## src/rtl/axi_rd_stream.sv

```systemverilog
// AXI-3 read master: splits a contiguous bus-aligned region into 4 KB-safe INCR
// bursts and streams the returned beats to a valid/ready consumer.
module axi_rd_stream #(
  parameter int AXI_RD_ID_WIDTH        = 8,
  parameter int AXI_RD_ADDR_WIDTH      = 32,
  parameter int AXI_RD_BUS_WIDTH       = 64,
  parameter int AXI_RD_MAX_BURST_LEN   = 16,
  parameter int AXI_RD_MAX_OUTSTANDING = 4,
  parameter int BEATS_WIDTH            = 16
) (
  input  logic                         clock,
  input  logic                         reset,
  input  logic                         enable,
  input  logic [AXI_RD_ID_WIDTH-1:0]   id,
  input  logic [AXI_RD_ADDR_WIDTH-1:0] addr,
  input  logic [BEATS_WIDTH-1:0]       beats,
  output logic [1:0]                   status,
  output logic [AXI_RD_BUS_WIDTH-1:0]  out_data,
  output logic                         out_valid,
  output logic                         out_last,
  input  logic                         out_ready,
  output logic [AXI_RD_ID_WIDTH-1:0]   ar_id,
  output logic [AXI_RD_ADDR_WIDTH-1:0] ar_addr,
  output logic [3:0]                   ar_len,
  output logic [2:0]                   ar_size,
  output logic [1:0]                   ar_burst,
  output logic [2:0]                   ar_prot,
  output logic                         ar_valid,
  input  logic                         ar_ready,
  input  logic [AXI_RD_ID_WIDTH-1:0]   r_id,
  input  logic [AXI_RD_BUS_WIDTH-1:0]  r_data,
  input  logic [1:0]                   r_resp,
  input  logic                         r_last,
  input  logic                         r_valid,
  output logic                         r_ready
);

  localparam int BYTES = AXI_RD_BUS_WIDTH / 8;
  localparam int SIZE  = $clog2(BYTES);
  localparam int OW    = $clog2(AXI_RD_MAX_OUTSTANDING + 1);
  localparam logic [AXI_RD_ADDR_WIDTH-1:0] ALIGN_MASK = ~AXI_RD_ADDR_WIDTH'(BYTES - 1);

  typedef enum logic [1:0] {ST_IDLE = 2'd0, ST_BUSY = 2'd1, ST_OK = 2'd2, ST_ERR = 2'd3} state_t;

  state_t                       status_reg;
  logic                         ar_valid_reg;
  logic [AXI_RD_ADDR_WIDTH-1:0] ar_addr_reg;
  logic [3:0]                   ar_len_reg;
  logic [AXI_RD_ID_WIDTH-1:0]   ar_id_reg;
  logic [AXI_RD_ADDR_WIDTH-1:0] next_addr_reg;
  logic [BEATS_WIDTH-1:0]       beats_reg;
  logic [BEATS_WIDTH-1:0]       remaining_reg;
  logic [BEATS_WIDTH-1:0]       received_reg;
  logic [OW-1:0]                outstanding_reg;
  logic [4:0]                   burst_n_reg;
  logic                         err_reg;

  logic [12:0] to_boundary_bytes;
  logic [12:0] to_boundary_beats;
  logic [4:0]  burst_n;
  logic        busy;
  logic        ar_hs;
  logic        beat_hs;
  logic        last_hs;
  logic        final_beat;
  logic        unused_bits;

  assign busy       = (status_reg == ST_BUSY);
  assign ar_hs      = ar_valid_reg && ar_ready;
  assign r_ready    = out_ready && busy;
  assign beat_hs    = r_valid && r_ready;
  assign last_hs    = beat_hs && r_last;
  assign final_beat = (received_reg == beats_reg - BEATS_WIDTH'(1));

  assign out_data  = r_data;
  assign out_valid = r_valid && busy;
  assign out_last  = out_valid && final_beat;

  assign status   = status_reg;
  assign ar_id    = ar_id_reg;
  assign ar_addr  = ar_addr_reg;
  assign ar_len   = ar_len_reg;
  assign ar_valid = ar_valid_reg;
  assign ar_size  = 3'(SIZE);
  assign ar_burst = 2'b01;
  assign ar_prot  = 3'b000;

  assign unused_bits = ^{r_id, r_resp[0]};

  // Next burst is limited by what is left, the max burst length and the 4 KB page edge.
  assign to_boundary_bytes = 13'd4096 - {1'b0, next_addr_reg[11:0]};
  assign to_boundary_beats = to_boundary_bytes >> SIZE;

  always_comb begin
    burst_n = 5'(AXI_RD_MAX_BURST_LEN);
    if (remaining_reg < BEATS_WIDTH'(AXI_RD_MAX_BURST_LEN))
      burst_n = 5'(remaining_reg);
    if (to_boundary_beats < 13'(burst_n))
      burst_n = 5'(to_boundary_beats);
  end

  always_ff @(posedge clock or posedge reset) begin
    if (reset) begin
      status_reg      <= ST_IDLE;
      ar_valid_reg    <= 1'b0;
      ar_addr_reg     <= '0;
      ar_len_reg      <= '0;
      ar_id_reg       <= '0;
      next_addr_reg   <= '0;
      beats_reg       <= '0;
      remaining_reg   <= '0;
      received_reg    <= '0;
      outstanding_reg <= '0;
      burst_n_reg     <= '0;
      err_reg         <= 1'b0;
    end else begin
      case (status_reg)
        ST_IDLE: begin
          if (enable) begin
            ar_id_reg       <= id;
            next_addr_reg   <= addr & ALIGN_MASK;
            beats_reg       <= beats;
            remaining_reg   <= beats;
            received_reg    <= '0;
            outstanding_reg <= '0;
            err_reg         <= 1'b0;
            status_reg      <= (beats == '0) ? ST_OK : ST_BUSY;
          end
        end
        ST_BUSY: begin
          if (!ar_valid_reg && remaining_reg != '0 &&
              outstanding_reg < OW'(AXI_RD_MAX_OUTSTANDING)) begin
            ar_addr_reg  <= next_addr_reg;
            ar_len_reg   <= 4'(burst_n - 5'd1);
            burst_n_reg  <= burst_n;
            ar_valid_reg <= 1'b1;
          end
          if (ar_hs) begin
            ar_valid_reg  <= 1'b0;
            next_addr_reg <= next_addr_reg + (AXI_RD_ADDR_WIDTH'(burst_n_reg) << SIZE);
            remaining_reg <= remaining_reg - BEATS_WIDTH'(burst_n_reg);
          end
          // A burst issued and a burst retired in the same cycle cancel out.
          if (ar_hs && !last_hs)
            outstanding_reg <= outstanding_reg + OW'(1);
          else if (!ar_hs && last_hs)
            outstanding_reg <= outstanding_reg - OW'(1);
          if (beat_hs) begin
            received_reg <= received_reg + BEATS_WIDTH'(1);
            if (r_resp[1])
              err_reg <= 1'b1;
            if (final_beat)
              status_reg <= (err_reg || r_resp[1]) ? ST_ERR : ST_OK;
          end
        end
        default: begin
          if (!enable)
            status_reg <= ST_IDLE;
        end
      endcase
    end
  end

endmodule
```

## config.mk

```make
export PLATFORM = sky130hd
export DESIGN_NAME = axi_rd_stream
export DESIGN_NICKNAME = d
export VERILOG_FILES = /design/src/rtl/axi_rd_stream.sv
export SDC_FILE = /design/constraint.sdc
export NUM_CORES = 1
export LEC_CHECK = 0
export BUFFER_PORTS_ARGS = -buffer_cell sky130_fd_sc_hd__buf_2
export CAP_MARGIN = 20
export CORE_AREA = 2 2 184 96
export CTS_BUF_LIST = sky130_fd_sc_hd__clkbuf_8 sky130_fd_sc_hd__clkbuf_16
export DETAILED_ROUTE_END_ITERATION = 6
export DIE_AREA = 0 0 186 98
export GPL_ROUTABILITY_DRIVEN = 0
export PLACE_DENSITY_LB_ADDON = 0.05
export SYNTH_ARGS = -nofsm -noshare
export SYNTH_HDL_FRONTEND = slang
export SYNTH_SLANG_ARGS = --single-unit
```

## constraint.sdc

```tcl
create_clock -name clock -period 5.2 [get_ports clock]
set_clock_uncertainty 0.15 [all_clocks]
set_input_delay 1.04 -clock clock [delete_from_list [all_inputs] [get_ports clock]]
set_output_delay 1.04 -clock clock [all_outputs]
set_load 0.005 [all_outputs]
```

==> results.toml, run 1 <==
[sta]
hold_violations = 0
finalSetupTns_ns = 0
finalCritPeriodShare = 0.8851
slew_headroom = 0.4310
finalSetupViolCount = 0
maxSlewViolCount = 0
fmax_mhz = 217.3
rsz0062_at_grt = "no"
fin_ws_ns = 0.5975
finalCriticalPeriod_ns = 4.602
tightestPinTransition_ns = 0.8535

[setup_path]
critical_path_class = "reg -> reg"
start_kind = "flip-flop"
crit_fanout = 10
critPathArrivalTime_ns = 4.80
crit_chain = "or4_1 -> nor4_4 -> buf_4 -> and2_2 -> inv_1 -> ha_1 -> a21o_1 -> a211oi_1 -> nand3_1 -> or3_1 -> mux2_4 -> ha_1 -> nand2b_1 -> a211o_2 -> nand3_1"
cp-end-kind = "flip-flop"
cpLargestDelayFamily = "simple AND/OR/NAND/NOR gates"
critPathSlowestCell = "or4_1"
critPathBufInv = 2
cp_slowest_stage_delay_ns = 0.68
crit_required_ns = 5.40

[clock_tree]
root_buffer = "clkbuf_16"
clock_sinks = 130
cts_tree = "built"
clkTransAtPathRegs_ns = 0.05
cts_hold_buf = 0
post_cts_buffers = 0
clock_latency_ns = 0.41
ctsHtreeMaxLevel = 4
cts_made_buffers = 17
clockBufferDepth = 2
postCtsResizedCells = 0

[route]
ant_nets = 0
drcViolationCount = 4
drt_iter0_drc = 638
vias = 7084
drt_wl_total_um = 23450
routedWlPerCell_um = 19.61
post_drt_via_cell_ratio = 5.923
firstDrtPassIters = 7

[cells_and_area]
final_layout_size_suffix_gt1_frac = 0.1933
fill_cells = 1525
syn_to_final_growth_pct = 9.929
final_common_cell = "nand2_1"
layout_common_cells = "144 x nand2_1, 130 x dfrtp_1, 107 x buf_2"
antenna_cells = 0
multi_input_area_sq_um = 4061
seq_area_sq_um = 3253
nets = 1110

[synthesis]
synth_warnings = 0
syn_inst = 924
synth_area_leaders = "dfrtp_1 40%, buf_4 6.9%, nand2_1 6.7%"
netlist_area_sq_um = 8128
synth_edf_count = 0
synth-seq-area-share = 0.4002
synth_ff_type = "dfrtp_1"
syn_area_per_cell_sq_um = 8.796
synth.ff_latch_count = 130
synth_top_area_cell = "dfrtp_1"
synth_top_area_share = 0.4002
yosysUniqueCellTypes = 73
async_flop_share = 1.000

[outcome]
status = "complete, but fails checks"
violations = "design-rule violations"

[floorplan]
die_h_um = 98
num_rows = 34
initial_core_util = 0.4837
die_w_um = 186
pin_count = 259
fp.dieArea_sq_um = 18230
core_area_sq_um = 16800

[power_and_ir_drop]
power_density_nw_per_um2 = 536.0
ir_worst_vdd_mv = 0.2508
p_leak_nw = 4.040

[placement]
port_buffers = 107
post-place-ws_ns = 0.6817
dp_hpwl_um = 16500

[grt]
grt_pass1_vias = 6898
grt-ovfl-total = 0
antenna_found_initial = 0
grt_start_max_net_pins = 68
track_usage = 0.2642
grt_first_pass_wirelength_um = 37480

[hold_path]
min_path_type = "reg -> reg"

[flow_run]
maxCapViolCount = 0
[final timing paths]
path | startpoint | cells past startpoint | end | slack [ns]
min in group asynchronous | reset | 2 | beats_reg[0] | 0.65
worst min register to register | ar_addr[15] | 2 | ar_addr[15] | 0.32
worst min-delay path | ar_addr[15] | 2 | ar_addr[15] | 0.32
worst max-delay path | remaining_reg[8] | 15 | ar_len[2] | 0.60
worst max register to register | remaining_reg[8] | 15 | ar_len[2] | 0.60
max in group asynchronous | reset | 3 | beats_reg[14] | 3.27
[power by group]
| group | switching (W) | internal [W] | total, W | leakage (nW) |
|---|---|---|---|---|
| clock | 0.000444 | 0.000693 | 0.00114 | 0.286 |
| sequential | 0.000400 | 0.00134 | 0.00174 | 1.60 |
| combinational | 0.00112 | 0.000791 | 0.00191 | 2.15 |
| total | 0.00196 | 0.00283 | 0.00479 | 4.04 |
[layer usage]
layer,routed length (um),global-route usage,share of wire
met1,11620,0.4093,0.50
met2,9516,0.3615,0.41
met3,1876,0.05893,0.080
met4,440,0.08419,0.019
met5,0,0,0
[area by class of cell]
cell class,instances,area share
clock buffers,21,0.05377
clock inverters,9,0.007562
inverters,33,0.01414
multi-input cells,648,0.4546
flip-flops and latches,130,0.3641
well taps,234,0.03277
repair buffers,121,0.07310
[synth_stat cells, types with 5 or more instances]
cell       count
and2_1         9
and4_1         6
nand4_1       15
clkbuf_1      36
xnor2_1       18
o22ai_1        8
o21ai_0       45
nor3_1        30
nor4_1        13
a2bb2oi_1      5
buf_4         75
buf_1          9
mux2_2        22
and3_1        10
a21oi_1       32
nor2b_1        7
a31oi_1       15
or3_1         10
o22a_1         7
xor2_1        19
a311oi_1      10
nor2_1        56
a211oi_1       9
nand3_1       23
o21a_1         7
nand2_1      144
or4_1          5
ha_1          19
a22oi_1        6
inv_1         33
mux2i_1        6
o31ai_1        5
o211ai_1      10
dfrtp_1      130
[per-stage QoR]
stage / hold slack [ns] / total power (W) / utilization / instances / cell area (sq um)
final: 0.3173 / 0.004789 / 0.5317 / 1196 / 8935
after global routing: 0.3409 / 0.005145 / 0.5317 / 1196 / 8935
after CTS: 0.3244 / 0.004783 / 0.5305 / 1195 / 8915
after detailed placement: 0.3103 / 0.003624 / 0.4979 / 1165 / 8367
after global placement: 0.3015 / 0.003534 / 0.4979 / 1165 / 8367
after floorplan: 0.3009 / 0.003036 / - / 933 / 8162
[cells by family (layout without fill, tap and decap cells)]
kind of cell / after synthesis / count (layout) / synth area share
buffers and inverters: 155 / 184 / 0.1073
adder cells (fa/ha/maj): 22 / 22 / 0.03664
flip-flops: 130 / 130 / 0.4002
XOR/XNOR: 38 / 38 / 0.04264
AND/OR/NAND/NOR: 347 / 347 / 0.2050
other: 2 / 11 / 0.0009240
AO/OA/AOI/OAI: 201 / 201 / 0.1675
multiplexers: 29 / 29 / 0.03972
[tightest hold or removal path: cells and delay by family (launching register included)]
kind	cells	cell delay, ns
AND/OR/NAND/NOR	2	0.11
flip-flops	1	0.33
No activity file was read; power rests on OpenSTA's default activity.
==> run 2: changes to the inputs <==
Settings changed: CORE_AREA 2 2 184 96 to 2 2 120 145, DIE_AREA 0 0 186 98 to 0 0 122 147.
==> run 2 against run 1 <==
  * The run now ends clean
  * Critical path type unchanged
  * Die area fell by 1.6%
  * Cell count down 1.3%
  * Sequential power about the same
==> results.toml, run 2 (synthesis gave the netlist of run 1 again) <==
[outcome]
status = "finished, final reports clean"

[power_and_ir_drop]
p_leak_nw = 4.060
total_power_w = 0.004906
ir_worst_vdd_mv = 0.2858
power_density_nw_per_um2 = 545.1

[floorplan]
num_rows = 52
fp.dieArea_sq_um = 17930
core_area_sq_um = 16590
initial_core_util = 0.4899
die_w_um = 122
die_h_um = 147
pin_count = 259

[flow_run]
maxCapViolCount = 0

[cells_and_area]
final_common_cell = "nand2_1"
final_area_sq_um = 9000
final_layout_size_suffix_gt1_frac = 0.1971
syn_to_final_growth_pct = 10.73
nets = 1110
layout_common_cells = "144 x nand2_1, 130 x dfrtp_1, 107 x buf_2"
antenna_cells = 0
fill_cells = 1582

[setup_path]
critPathArrivalTime_ns = 4.71
crit_chain = "or4_1 -> nor4_4 -> buf_4 -> nand2_1 -> ha_1 -> a21o_1 -> a211oi_1 -> nand3_1 -> or3_1 -> mux2_4 -> ha_1 -> nand2b_1 -> a211o_2 -> nand3_1"
start_kind = "flip-flop"
cpLargestDelayFamily = "simple AND/OR/NAND/NOR gates"
critical_path_class = "reg -> reg"
crit_fanout = 9
critPathSlowestCell = "or4_1"
cp_slowest_stage_delay_ns = 0.69
critPathBufInv = 1
crit_required_ns = 5.41
cp-end-kind = "flip-flop"

[placement]
dp_hpwl_um = 15130
post-place-ws_ns = 0.7441
place_area_sq_um = 8348
port_buffers = 107

[clock_tree]
cts_made_buffers = 17
ctsHtreeMaxLevel = 4
cts_hold_buf = 0
post_cts_buffers = 0
cts_tree = "built"
clkTransAtPathRegs_ns = 0.06
clock_sinks = 130
root_buffer = "clkbuf_16"
clockBufferDepth = 2
clock_latency_ns = 0.42
postCtsResizedCells = 0

[sta]
fmax_mhz = 222.3
finalSetupTns_ns = 0
hold_violations = 0
maxSlewViolCount = 0
tightestPinTransition_ns = 0.8391
finalSetupViolCount = 0
finalCriticalPeriod_ns = 4.499
rsz0062_at_grt = "no"
finalCritPeriodShare = 0.8651
fin_ws_ns = 0.7013
holdWs_ns = 0.3193
slew_headroom = 0.4393

[route]
drt_iter0_drc = 457
post_drt_via_cell_ratio = 5.786
drt_wl_total_um = 21580
routedWlPerCell_um = 18.29
ant_nets = 0
vias = 6828
drcViolationCount = 0
firstDrtPassIters = 7

[grt]
grt_pass1_vias = 7027
antenna_found_initial = 0
track_usage = 0.2509
grt_start_max_net_pins = 67
grt_first_pass_wirelength_um = 35690
grt-ovfl-total = 0

[hold_path]
min_path_type = "reg -> reg"
## run 2: worst register-to-register path: stages (launching register included)
cell and delay, ns:
dfrtp_1 0.44, or4_1 0.69, nor4_4 0.35, buf_4 0.23, nand2_1 0.12, ha_1 0.21
a21o_1 0.18, a211oi_1 0.24, nand3_1 0.15, or3_1 0.53, mux2_4 0.38, ha_1 0.23
nand2b_1 0.15, a211o_2 0.32, nand3_1 0.08
## run 2: final timing paths
check / from / depth (start not counted) / slack (ns) / to
min: ar_addr[23] / 2 / 0.32 / ar_addr[23]
max in group asynchronous: reset / 3 / 3.27 / burst_n_reg[4]
min reg2reg: ar_addr[23] / 2 / 0.32 / ar_addr[23]
max: remaining_reg[8] / 14 / 0.70 / ar_len[2]
min in group asynchronous: reset / 2 / 0.60 / received_reg[2]
max reg2reg: remaining_reg[8] / 14 / 0.70 / ar_len[2]
## run 2: per-layer routing
layer | vias to the layer above | global-route usage | wire [um]
li1 | 3255 | - | -
met1 | 3274 | 0.3069 | 8907
met2 | 252 | 0.4176 | 10860
met3 | 47 | 0.07220 | 1288
met4 | 0 | 0.09483 | 519
met5 | - | 0 | 0
## run 2: final cells by class
type / count / area, sq um / area share
multi-input cells: 648 / 4061 / 0.4513
well taps: 216 / 270.3 / 0.03003
flip-flops and latches: 130 / 3253 / 0.3615
inverters: 33 / 126.4 / 0.01404
repair buffers: 121 / 636.9 / 0.07076
clock inverters: 14 / 212.7 / 0.02363
clock buffers: 18 / 439.2 / 0.04880
## run 2: report_power, final
| part | leakage, nW | switching, W | internal [W] | total [W] |
|---|---|---|---|---|
| clock network | 0.313 | 0.000468 | 0.000861 | 0.00133 |
| logic | 2.14 | 0.00106 | 0.000790 | 0.00185 |
| registers | 1.60 | 0.000383 | 0.00134 | 0.00173 |
## run 2: metrics by stage
step | utilization | instances
after floorplan | - | 933
after global placement | 0.5029 | 1147
after detailed placement | 0.5032 | 1148
after CTS | 0.5425 | 1180
after global routing | 0.5425 | 1180
final | 0.5425 | 1180
==> run 3: changes to the inputs <==
--- a/config.mk
+++ b/config.mk
@@ -10,8 +10,10 @@
 export CORE_AREA = 2 2 120 145
 export CTS_BUF_LIST = sky130_fd_sc_hd__clkbuf_8 sky130_fd_sc_hd__clkbuf_16
+export CTS_CLUSTER_DIAMETER = 100
 export DETAILED_ROUTE_END_ITERATION = 6
 export DIE_AREA = 0 0 122 147
 export GPL_ROUTABILITY_DRIVEN = 0
 export PLACE_DENSITY_LB_ADDON = 0.05
+export SLEW_MARGIN = 20
 export SYNTH_ARGS = -nofsm -noshare
 export SYNTH_HDL_FRONTEND = slang
==> constraint.sdc (replaced) <==
create_clock -name clock -period 5.2 [get_ports clock]
set_clock_uncertainty 0.15 [all_clocks]
set_input_delay 0.26 -clock clock [delete_from_list [all_inputs] [get_ports clock]]
set_output_delay 0.26 -clock clock [all_outputs]
set_load 0.005 [all_outputs]
==> run 3 against run 2 <==
  * Core utilization is 1.3 points higher
  * Total power shrank 2.1%
  * Register-to-register slack better by 0.04 ns
  * Largest cell class unchanged
==> results.toml, run 3 (synthesis gave the netlist of run 1 again) <==
[sta]
rsz0062_at_grt = "no"
slew_headroom = 0.3035
fmax_mhz = 224.1
finalSetupViolCount = 0
tightestPinTransition_ns = 1.042
finalSetupTns_ns = 0
hold_violations = 0
finalCritPeriodShare = 0.8581
finalCriticalPeriod_ns = 4.462
maxSlewViolCount = 0

[clock_tree]
ctsHtreeMaxLevel = 4
cts_hold_buf = 30
clock_latency_ns = 0.42
clockBufferDepth = 2
clock_sinks = 130
cts_tree = "built"
cts_made_buffers = 17
postCtsResizedCells = 0
root_buffer = "clkbuf_16"
clkTransAtPathRegs_ns = 0.06
post_cts_buffers = 0

[cells_and_area]
final_common_cell = "nand2_1"
post-route-util = 0.5557
layout_common_cells = "144 x nand2_1, 130 x dfrtp_1, 107 x buf_2"
nets = 1136
final_layout_size_suffix_gt1_frac = 0.1889
fill_cells = 1508
final_cell_count_no_fill = 1206
syn_to_final_growth_pct = 13.42
multi_input_area_sq_um = 4063
antenna_cells = 0
seq_area_sq_um = 3253

[placement]
post-place-cells = 1144
dp_hpwl_um = 15100
port_buffers = 107

[hold_path]
min_path_type = "in -> reg"
min_to = "next_addr_reg[6]"
min_from = "addr[6]"
min_path_cells = 3

[setup_path]
crit_chain = "or4_1 -> nor4_4 -> buf_4 -> nand2_1 -> ha_1 -> a21o_1 -> a211oi_1 -> nand3_1 -> or3_1 -> mux2_4 -> ha_1 -> nand2b_1 -> a211o_2 -> nand3_1"
critPathBufInv = 1
reg2reg_to = "ar_len[2]"
start_kind = "flip-flop"
cp-end-kind = "flip-flop"
critPathArrivalTime_ns = 4.67
r2r_slack_ns = 0.74
critical_path_class = "reg -> reg"
cpLargestDelayFamily = "simple AND/OR/NAND/NOR gates"
critPathSlowestCell = "or4_1"
rr_worst_depth = 14
cp_slowest_stage_delay_ns = 0.67
rr_startpoint = "remaining_reg[8]"
crit_required_ns = 5.41
crit_fanout = 9

[floorplan]
fp.dieArea_sq_um = 17930
pin_count = 259
die_w_um = 122
num_rows = 52
die_h_um = 147
core_area_sq_um = 16590
initial_core_util = 0.4899

[grt]
track_usage = 0.2520
grt_pass1_vias = 7235
grt_start_max_net_pins = 79
grt-ovfl-total = 0
grt_first_pass_wirelength_um = 35980
antenna_found_initial = 0

[power_and_ir_drop]
p_leak_nw = 4.145
total_power_w = 0.004802
ir_worst_vdd_mv = 0.2501
power_density_nw_per_um2 = 520.9

[route]
firstDrtPassIters = 4
post_drt_via_cell_ratio = 5.863
drt_wl_total_um = 22070
routedWlPerCell_um = 18.30
vias = 7071
drt_iter0_drc = 519
drcViolationCount = 0
ant_nets = 0

[outcome]
status = "finished, final reports clean"

[flow_run]
maxCapViolCount = 0
[run 3: cell count changes in the layout (fill, tap and decap cells not counted)]
cell	change
buf_4	-3
clkinv_4	+1
dlygate4sd3_1	+30
a2111oi_0	-1
buf_1	-1
a2111oi_1	+1
clkinvlp_4	-1
inv_6	+5
clkinv_2	-1
inv_4	-1
bufinv_16	-3
[run 3: area by class of cell]
type                            instances  share of cell area
Clock buffer                           18             0.04764
Clock inverter                         14             0.01669
Inverter                               33             0.01398
Multi-Input combinational cell        648              0.4407
Sequential cell                       130              0.3529
Tap cell                              216             0.02932
Timing Repair Buffer                  147             0.09881
[run 3: how the worst max path moves through the flow]
| stage | startpoint | endpoint | cells after the start |
|---|---|---|---|
| floorplan | remaining_reg[8] | ar_len[2] | 16 |
| global placement | remaining_reg[8] | ar_len[2] | 14 |
| detailed placement | remaining_reg[8] | ar_len[2] | 14 |
| CTS | remaining_reg[8] | ar_len[2] | 14 |
| global route | remaining_reg[8] | ar_len[2] | 14 |
| finish | remaining_reg[8] | ar_len[2] | 14 |
[run 3: power by group]
group / internal [W] / switching [W] / leakage (nW)
sequential: 0.00134 / 0.000389 / 1.60
clock: 0.000724 / 0.000483 / 0.289
combinational: 0.000799 / 0.00106 / 2.25
total: 0.00287 / 0.00194 / 4.14
[run 3: through the flow]
step / hold slack (ns) / setup WS (ns) / instance area, sq um
CTS: 0.003623 / 0.7386 / 9216
global route: 0.002112 / 0.4872 / 9219
finish: 0.01158 / 0.7381 / 9219
global placement: 0.3064 / 0.8651 / 8322
floorplan: 0.2268 / 0.9587 / 8162
detailed placement: 0.3069 / 0.7601 / 8323
[run 3: per-layer routing]
metal	vias up	routed length, um	track usage
li1	3310	-	-
met1	3447	9183	0.3057
met2	275	11180	0.4288
met4	0	349	0.07529
met5	-	0	0
met3	39	1360	0.07686
[run 3: worst register-to-register path: stages (launching register included)]
cell	delay, ns
dfrtp_1	0.43
or4_1	0.67
nor4_4	0.35
buf_4	0.22
nand2_1	0.12
ha_1	0.21
a21o_1	0.18
a211oi_1	0.23
nand3_1	0.14
or3_1	0.53
mux2_4	0.37
ha_1	0.22
nand2b_1	0.16
a211o_2	0.33
nand3_1	0.08
